`src/rtl/pixel_readout_if.sv`:
```
// Pixel word stream leaving the readout: one word per column, valid/ready flow control.
interface pixel_readout_if #(
    parameter int PIXEL_ARRAY_WIDTH  = 4,
    parameter int PIXEL_ARRAY_HEIGHT = 4
);
    localparam int ROW_W = $clog2(PIXEL_ARRAY_HEIGHT);
    localparam int COL_W = $clog2(PIXEL_ARRAY_WIDTH);

    logic [7:0]       out_data;
    logic [ROW_W-1:0] out_row;
    logic [COL_W-1:0] out_col;
    logic             out_valid;
    logic             out_ready;

    modport master (output out_data, out_row, out_col, out_valid, input out_ready);
    modport slave  (input out_data, out_row, out_col, out_valid, output out_ready);
endinterface

```
`src/rtl/pixel_readout.sv`:
```
// Row readout receiver: time-stamps each column's first comparator trip against the
// digital ramp, then streams the row out in column order.
module pixel_readout #(
    parameter int PIXEL_ARRAY_WIDTH  = 4,
    parameter int PIXEL_ARRAY_HEIGHT = 4
) (
    input  logic                          clk,
    input  logic                          reset,
    input  logic [PIXEL_ARRAY_HEIGHT-1:0] p_row_select,
    input  logic [7:0]                    p_dRamp,
    input  logic [PIXEL_ARRAY_WIDTH-1:0]  p_cmp,
    pixel_readout_if.master               out_if,
    output logic                          frame_done,
    output logic                          overrun
);
    localparam int W     = PIXEL_ARRAY_WIDTH;
    localparam int H     = PIXEL_ARRAY_HEIGHT;
    localparam int ROW_W = $clog2(H);
    localparam int COL_W = $clog2(W);

    localparam logic [H-1:0]     SEL_ONE  = H'(1);
    localparam logic [COL_W-1:0] COL_ONE  = COL_W'(1);
    localparam logic [COL_W-1:0] LAST_COL = COL_W'(W - 1);
    localparam logic [ROW_W-1:0] LAST_ROW = ROW_W'(H - 1);

    typedef enum logic [1:0] {IDLE, CONVERT, DRAIN} state_t;

    state_t           state;
    logic             sel_seen;
    logic [H-1:0]     row_onehot;
    logic [ROW_W-1:0] row_idx;
    logic [7:0]       words [W];
    logic [W-1:0]     latched;

    logic             sel_nonzero;
    logic             sel_onehot;
    logic [ROW_W-1:0] sel_idx;

    assign sel_nonzero = |p_row_select;
    assign sel_onehot  = sel_nonzero && ((p_row_select & (p_row_select - SEL_ONE)) == '0);

    always_comb begin
        sel_idx = '0;
        for (int r = 0; r < H; r++) begin
            if (p_row_select[r]) sel_idx = ROW_W'(r);
        end
    end

    // sel_seen keeps a select held across rows from being mistaken for a new row start.
    always_ff @(posedge clk or negedge reset) begin
        if (!reset) begin
            state            <= IDLE;
            sel_seen         <= 1'b0;
            row_onehot       <= '0;
            row_idx          <= '0;
            latched          <= '0;
            for (int c = 0; c < W; c++) words[c] <= 8'h00;
            out_if.out_valid <= 1'b0;
            out_if.out_data  <= 8'h00;
            out_if.out_row   <= '0;
            out_if.out_col   <= '0;
            frame_done       <= 1'b0;
            overrun          <= 1'b0;
        end else begin
            sel_seen   <= sel_nonzero;
            frame_done <= 1'b0;
            case (state)
                IDLE: begin
                    if (!sel_seen && sel_nonzero) begin
                        if (sel_onehot) begin
                            row_onehot <= p_row_select;
                            row_idx    <= sel_idx;
                            latched    <= p_cmp;
                            for (int c = 0; c < W; c++) begin
                                if (p_cmp[c]) words[c] <= p_dRamp;
                            end
                            state <= CONVERT;
                        end else begin
                            overrun <= 1'b1;
                        end
                    end
                end
                CONVERT: begin
                    if (p_row_select != row_onehot) begin
                        // Columns that never tripped saturate at full scale.
                        for (int c = 0; c < W; c++) begin
                            if (!latched[c]) words[c] <= 8'hFF;
                        end
                        if (sel_nonzero) overrun <= 1'b1;
                        out_if.out_valid <= 1'b1;
                        out_if.out_col   <= '0;
                        out_if.out_row   <= row_idx;
                        out_if.out_data  <= latched[0] ? words[0] : 8'hFF;
                        state            <= DRAIN;
                    end else begin
                        for (int c = 0; c < W; c++) begin
                            if (!latched[c] && p_cmp[c]) begin
                                words[c]   <= p_dRamp;
                                latched[c] <= 1'b1;
                            end
                        end
                    end
                end
                DRAIN: begin
                    if (!sel_seen && sel_nonzero) overrun <= 1'b1;
                    if (out_if.out_ready) begin
                        if (out_if.out_col == LAST_COL) begin
                            out_if.out_valid <= 1'b0;
                            state            <= IDLE;
                            if (row_idx == LAST_ROW) frame_done <= 1'b1;
                        end else begin
                            out_if.out_col  <= out_if.out_col + COL_ONE;
                            out_if.out_data <= words[out_if.out_col + COL_ONE];
                        end
                    end
                end
                default: state <= IDLE;
            endcase
        end
    end
endmodule

```
`src/flat_wrapper.sv`:
```
// flat-port wrapper written by rule: the top's interface ports become plain ports
module pixel_readout_flat 
#(
    parameter int PIXEL_ARRAY_WIDTH  = 4,
    parameter int PIXEL_ARRAY_HEIGHT = 4
)
  (clk, reset, p_row_select, p_dRamp, p_cmp, frame_done, overrun, out_if_out_data, out_if_out_row, out_if_out_col, out_if_out_valid, out_if_out_ready);
  pixel_readout_if #(.PIXEL_ARRAY_WIDTH(PIXEL_ARRAY_WIDTH), .PIXEL_ARRAY_HEIGHT(PIXEL_ARRAY_HEIGHT)) out_if_i ();
  input  logic clk;
  input  logic reset;
  input  logic [PIXEL_ARRAY_HEIGHT-1:0] p_row_select;
  input  logic [7:0] p_dRamp;
  input  logic [PIXEL_ARRAY_WIDTH-1:0] p_cmp;
  output logic frame_done;
  output logic overrun;
  output wire logic [$bits(out_if_i.out_data)-1:0] out_if_out_data;
  output wire logic [$bits(out_if_i.out_row)-1:0] out_if_out_row;
  output wire logic [$bits(out_if_i.out_col)-1:0] out_if_out_col;
  output wire logic [$bits(out_if_i.out_valid)-1:0] out_if_out_valid;
  input wire logic [$bits(out_if_i.out_ready)-1:0] out_if_out_ready;
  assign out_if_out_data = out_if_i.out_data;
  assign out_if_out_row = out_if_i.out_row;
  assign out_if_out_col = out_if_i.out_col;
  assign out_if_out_valid = out_if_i.out_valid;
  assign out_if_i.out_ready = out_if_out_ready;
  pixel_readout #(.PIXEL_ARRAY_WIDTH(PIXEL_ARRAY_WIDTH), .PIXEL_ARRAY_HEIGHT(PIXEL_ARRAY_HEIGHT)) u_core (.clk(clk), .reset(reset), .p_row_select(p_row_select), .p_dRamp(p_dRamp), .p_cmp(p_cmp), .out_if(out_if_i), .frame_done(frame_done), .overrun(overrun));
endmodule
```
`config.mk`:
```
export PLATFORM = sky130hd
export DESIGN_NAME = pixel_readout_flat
export DESIGN_NICKNAME = d
export VERILOG_FILES = /design/src/rtl/pixel_readout_if.sv /design/src/rtl/pixel_readout.sv /design/src/flat_wrapper.sv
export SDC_FILE = /design/constraint.sdc
export NUM_CORES = 1
export LEC_CHECK = 0
export BUFFER_PORTS_ARGS = -buffer_cell sky130_fd_sc_hd__buf_2
export CORE_MARGIN = 2
export CORE_UTILIZATION = 60
export DETAILED_ROUTE_END_ITERATION = 8
export HOLD_SLACK_MARGIN = 0.1
export PLACE_DENSITY = 0.87
export SLEW_MARGIN = 0
export SYNTH_ARGS = -nofsm -noshare
export SYNTH_HDL_FRONTEND = slang
export SYNTH_SLANG_ARGS = --single-unit
```
`constraint.sdc`:
```
create_clock -name clk -period 3.3 [get_ports clk]
set_input_delay 0.66 -clock clk [delete_from_list [all_inputs] [get_ports clk]]
set_output_delay 0.66 -clock clk [all_outputs]
set_load 0.005 [all_outputs]
```
After elaboration in Yosys (flattened, before gate mapping). Index checks and enable logic that the tools add are counted.

Register bits: 60. Bits in latches: 0. Bits in writable memories: 0. Memory bits (read-only): 0. Bits of input ports: 19. Output and inout port bits: 15. Word-level logic and storage cells: 142. Memories: 0.

Add/sub/neg operators: 2. Multipliers: 0. Divide/modulo/power cells: 0. Order comparisons: 1. Eq/ne operators: 30. Shifts and indexed selects: 0. Mux-type cells: 58. Bitwise operators: 2. Reduce and logical (&&, ||, !) cells: 31.

Operators by type and width (count): 8-bit two-way mux (17); 32-bit two-way mux (3); 32-bit case mux with 2 select lines (1); 5-bit AND reduction (6); 6-bit AND reduction (4); 2-bit two-way mux (10); 2-bit by 1-bit inequality test with 1-bit output (second input constant) (10); 1-bit two-way mux (17); 8-bit binary-select mux with 2-bit select (1); 2-bit inequality test (second input constant) (8); 8-bit case mux with 2 select lines (1); 4-bit two-way mux (3); 3-bit by 1-bit inequality test with 1-bit output (second input constant) (4); 3-bit inequality test (second input constant) (3); 4-bit case mux with 2 select lines (1); 4-bit AND reduction (2); 2-bit equality test (second input constant) (3); 1-bit logical AND (6); 2-bit case mux with 3 select lines (1); 1-bit zero test (5); 4-bit AND (1); 4-bit zero test (1); 4-bit inequality test (1); 2-bit case mux with 2 select lines (1); 13 further kinds (14).

Depth between registers and ports, before layout.
Depth after elaboration: 8. Gate-level depth with buffers: 7. Gate-level depth less buffers: 5.

Worst setup path after synthesis. OpenSTA, ideal clock, no wires.

Path type: input to register. Start: input port p_row_select[3]. End: register u_core.words[10] (netlist bit). Library setup time: 0.125 ns. Arrival: 1.993 ns. Data required time: 3.175 ns. Path slack: 1.182 ns. Stages on the path: 6. Path buffers: 2. Cells stage by stage: buf_6 -> nor4_1 -> or4_4 -> buf_6 -> a21oi_4 -> mux2_4.

Cells in the longest elaborated chain, start to end: 6. Elaborated cells between the ends (all ways): 14. Classes of those cells: add/sub (1); eq/ne (5); mux (2); bitwise (1); reduce/logical (5).

RTL lines: from (decl) (line flat_wrapper.sv:11) `input logic [PIXEL_ARRAY_HEIGHT-1:0] p_row_select;`; 4-bit by 1-bit subtractor with 4-bit output (line pixel_readout.sv:40) `assign sel_onehot = sel_nonzero && ((p_row_select & (p_row_select - SEL_ONE)) == '0);`; 4-bit AND (line pixel_readout.sv:40); 4-bit zero test (line pixel_readout.sv:40); 1-bit logical AND (line pixel_readout.sv:40); 2-bit by 1-bit inequality test with 1-bit output (no line); 6-bit AND reduction (no line); to (signal, indexed assignment) (line pixel_readout.sv:75) `if (p_cmp[c]) words[c] <= p_dRamp;`; to (signal, indexed assignment) (line pixel_readout.sv:98) `words[c] <= p_dRamp;`; to (decl) (line pixel_readout.sv:32) `logic [7:0] words [W];`.

Parallel ways exist; a longest one is shown, timed or not. A chain may end at the register's enable or synchronous reset.

Worst setup path in the final report.
Start: register u_core.out_if.out_col[0]. End: register u_core.out_if.out_data[6].

Cells in the longest elaborated chain, start to end: 8. Elaborated cells between the ends (all ways): 11. Classes of those cells: add/sub (1); eq/ne (2); mux (6); bitwise (1); reduce/logical (1).

RTL lines: from (decl) (line pixel_readout_if.sv:15) `modport master (output out_data, out_row, out_col, out_valid, input out_ready);`; from (signal assigned) (line pixel_readout.sv:112) `out_if.out_col <= out_if.out_col + COL_ONE;`; 2-bit by 1-bit adder with 2-bit output (line pixel_readout.sv:113) `out_if.out_data <= words[out_if.out_col + COL_ONE];`; 2-bit NOT with 3-bit output (implied by the code) (line pixel_readout.sv:113); 8-bit binary-select mux with 2-bit select (line pixel_readout.sv:113); 8-bit two-way mux (implied by the code) (2 in series) (line pixel_readout.sv:113); 8-bit two-way mux (line pixel_readout.sv:107) `if (out_if.out_col == LAST_COL) begin`; 8-bit two-way mux (line pixel_readout.sv:106) `if (out_if.out_ready) begin`; 8-bit case mux with 2 select lines (line pixel_readout.sv:67) `case (state)`; to (signal assigned) (line pixel_readout.sv:93) `out_if.out_data <= latched[0] ? words[0] : 8'hFF;`; to (signal assigned) (line pixel_readout.sv:113); to (decl) (line pixel_readout_if.sv:15).

Parallel ways exist; a longest one is shown, timed or not. The select of a mux whose other input is x is not followed.

==> reports/summary.txt <==
Commonest cells in the netlist -> dfrtp_1 (60), nand2_1 (28), o21ai_0 (19), mux2_4 (16), mux2_2 (11)
Finished Layout Cells -> 341
Gr ovfl total -> 0
Detail Placement HPWL -> 4218 µm
Area of the core -> 4817 µm²
Post-Place Worst Slack -> 0.8771 ns
Slew Viols, Final -> 0
Final-layout fill cell count -> 354
Row cnt -> 25
Rel. slew slack -> 51.98%
Share of flip-flops with an asynchronous set or reset -> 100.0%
Root Buffer -> clkbuf_8
Total power -> 2.753 mW
Global-route wire length before repair -> 10,170 µm
Critical Path Start Type -> flop
Tcrit/Tclk final -> 71.47%
Post-CTS setup buffer count -> 0
Initial drt markers -> 102
Via density -> 5.968
Largest area contributor in the netlist -> dfrtp_1
Die Wd -> 75.32 µm
Antenna violations before repair -> 0
Static Leak -> 1.556 nW
WL/cell -> 18.60 µm
Post-Place Cells -> 325
Worst hold path type -> primary input to async pin
Overall routed net length -> 6341 µm
Final setup viols -> 0
CTS resizes -> 0
Die area -> 5672 µm²
Post-synth EDFFs -> 0
Syn Inst Count -> 238
All-Layer GR Usage -> 25.62%
Minimum clock period -> 2.358 ns
RSZ-0062 raised after global routing -> false
CP Class -> flop to flop
#FFs+latches synth -> 60
Net count after synthesis -> 258
Final nets -> 289
Post-cts hold buffer count -> 0
P&R area growth vs syn -> 11.97%
Crit. End Element -> flop
# IOs -> 34
F_max -> 0.4240 GHz
Mux contribution to synthesized area -> 17.84%
Vias -> 2,035
Synthesized area -> 3052 µm²
Largest net degree at the start of global routing -> 32
Clk buf depth -> 2
XOR/XNOR share of the synthesized area -> 1.435%
Outcome -> finished, final reports clean
Count leader, synth -> dfrtp_1
Synth Flop Type -> dfrtp_1
DR DRC count -> 0
Crit-path max FO -> 11
CP Data Arrival Time -> 2.54 ns
Post-route worst setup slack -> 0.9416 ns
Sink Count -> 60
Cts bufs inserted -> 9
Worst hold-check slack -> 0.3483 ns
Worst EP required -> 3.48 ns
Adder-Cell Fraction of Synth Area -> 0.4100%
Reg2Reg Setup Slack -> 0.94 ns
Vias in the first global route -> 2,027
Mapped Avg Cell Area -> 12.82 µm²
Cell Pwr Density -> 805.6 nW/µm²
Compound-Gate Fraction of Synth Area -> 12.92%
Synth warn -> 0
Layout cells sized above 1 -> 39.78%
Yosys cell types -> 45
Part of the Yosys area used for sequential elements -> 49.20%
Starting Density -> 63.35%
Slew @ Worst Pin -> 0.7163 ns
VDD IR max -> 0.3575 mV
CTS tree -> built
Post-synthesis simple-gate area fraction -> 13.45%
H-tree depth -> 3
First-pass DRT Iterations -> 4
Combinational family with the most area after synthesis -> multiplexers
Max-capacitance violation count -> 0
Top cells by area, synth -> dfrtp_1 (49%), mux2_4 (7.9%), mux4_2 (5.9%)
Hold Fails Final Rpt -> 0
Clk_skew -> 0.006678 ns
Worst-path clk slew -> 0.07 ns
Ant. Diodes -> 0
Clock latency on the worst-skew pair -> 0.34 ns
Final ANT Viol Nets -> 0
Top cell type's share of synthesized area -> 49.20%
Total Neg Setup Slack -> 0 ns
Die span in y -> 75.32 µm
Port bufs -> 33
Gp weighted congestion -> 0.8447
==> cell usage in the layout, fill, tap and decap left out, types with 2 or more instances in the layout <==
cell type and count:
o21ai_1 4, nand2b_1 4, a22o_1 4, nor3_1 2, o22a_1 8, buf_4 2
mux2_2 11, bufinv_16 2, a21oi_4 3, clkbuf_8 11, clkinvlp_4 2, mux4_2 8
inv_1 3, or2b_1 4, nand2_1 28, a21oi_2 5, o21ai_0 19, nor4b_2 2
nand3b_1 9, mux2_4 16, nor2_1 8, xnor2_1 4, dfrtp_1 60, buf_2 33
nor4_1 2
==> critical path: stages, from the launching register on <==
cell and delay (ns):
dfrtp_1 0.57, ha_1 0.75, mux4_2 0.57, o21ai_0 0.19, o21ai_1 0.12
==> path summary, 6_finish.rpt <==
path / start / end / depth (start not counted)
worst max-delay path: u_core.out_if.out_col[0] / u_core.out_if.out_data[6] / 4
worst min-delay path: reset / u_core.state[1] / 1
worst max register to register: u_core.out_if.out_col[0] / u_core.out_if.out_data[6] / 4
worst min register to register: u_core.overrun / u_core.overrun / 1
max in group asynchronous: reset / u_core.words[16] / 2
min in group clk: u_core.overrun / u_core.overrun / 1
==> through the flow <==
| step | util, % | area, µm² |
|---|---|---|
| global placement | 66.05 | 3182 |
| detailed placement | 66.05 | 3182 |
| global route | 70.94 | 3417 |
| floorplan | - | 3052 |
| CTS | 70.94 | 3417 |
| finish | 70.94 | 3417 |
==> state kept, by name, summed over array words and instances (netlist names) <==
| signal | count |
|---|---|
| u_core.words | 32 |
| u_core.out_if.out_col | 2 |
| u_core.latched | 4 |
| u_core.out_if.out_data | 8 |
| u_core.out_if.out_valid | 1 |
| u_core.row_onehot | 4 |
| u_core.state | 2 |
| u_core.row_idx | 2 |
| u_core.frame_done | 1 |
| u_core.overrun | 1 |
| u_core.out_if.out_row | 2 |
| u_core.sel_seen | 1 |
==> cells by family after synthesis <==
| family | after synthesis |
|---|---|
| compound gates | 51 |
| flops | 60 |
| buf+inv | 18 |
| mux | 35 |
| xor+xnor | 5 |
| simple gates | 68 |
| fa+ha+maj | 1 |
==> where the power goes <==
group / internal [mW] / switching [mW]
clock: 0.467 / 0.298
sequential: 0.976 / 0.203
combinational: 0.463 / 0.345
total: 1.91 / 0.847
==> per-layer routing <==
layer	wire length (µm)	part of all wire, %	global-route usage, %
met2	3092	49	39.23
met5	0	0	0
met3	459	7.2	8.862
met1	2684	42	33.72
met4	104	1.6	10.53
==> layout make-up <==
| class | instances | area, µm² | share of cell area, % |
|---|---|---|---|
| flip-flops and latches | 60 | 1501 | 43.94 |
| multi-input cells | 160 | 1405 | 41.12 |
| repair buffers | 35 | 180.2 | 5.273 |
| clock buffers | 11 | 151.4 | 4.431 |
| clock inverters | 5 | 83.83 | 2.453 |
| well taps | 67 | 83.83 | 2.453 |
| inverters | 3 | 11.26 | 0.3295 |
Note: power is estimated with default switching activity, not from simulation.
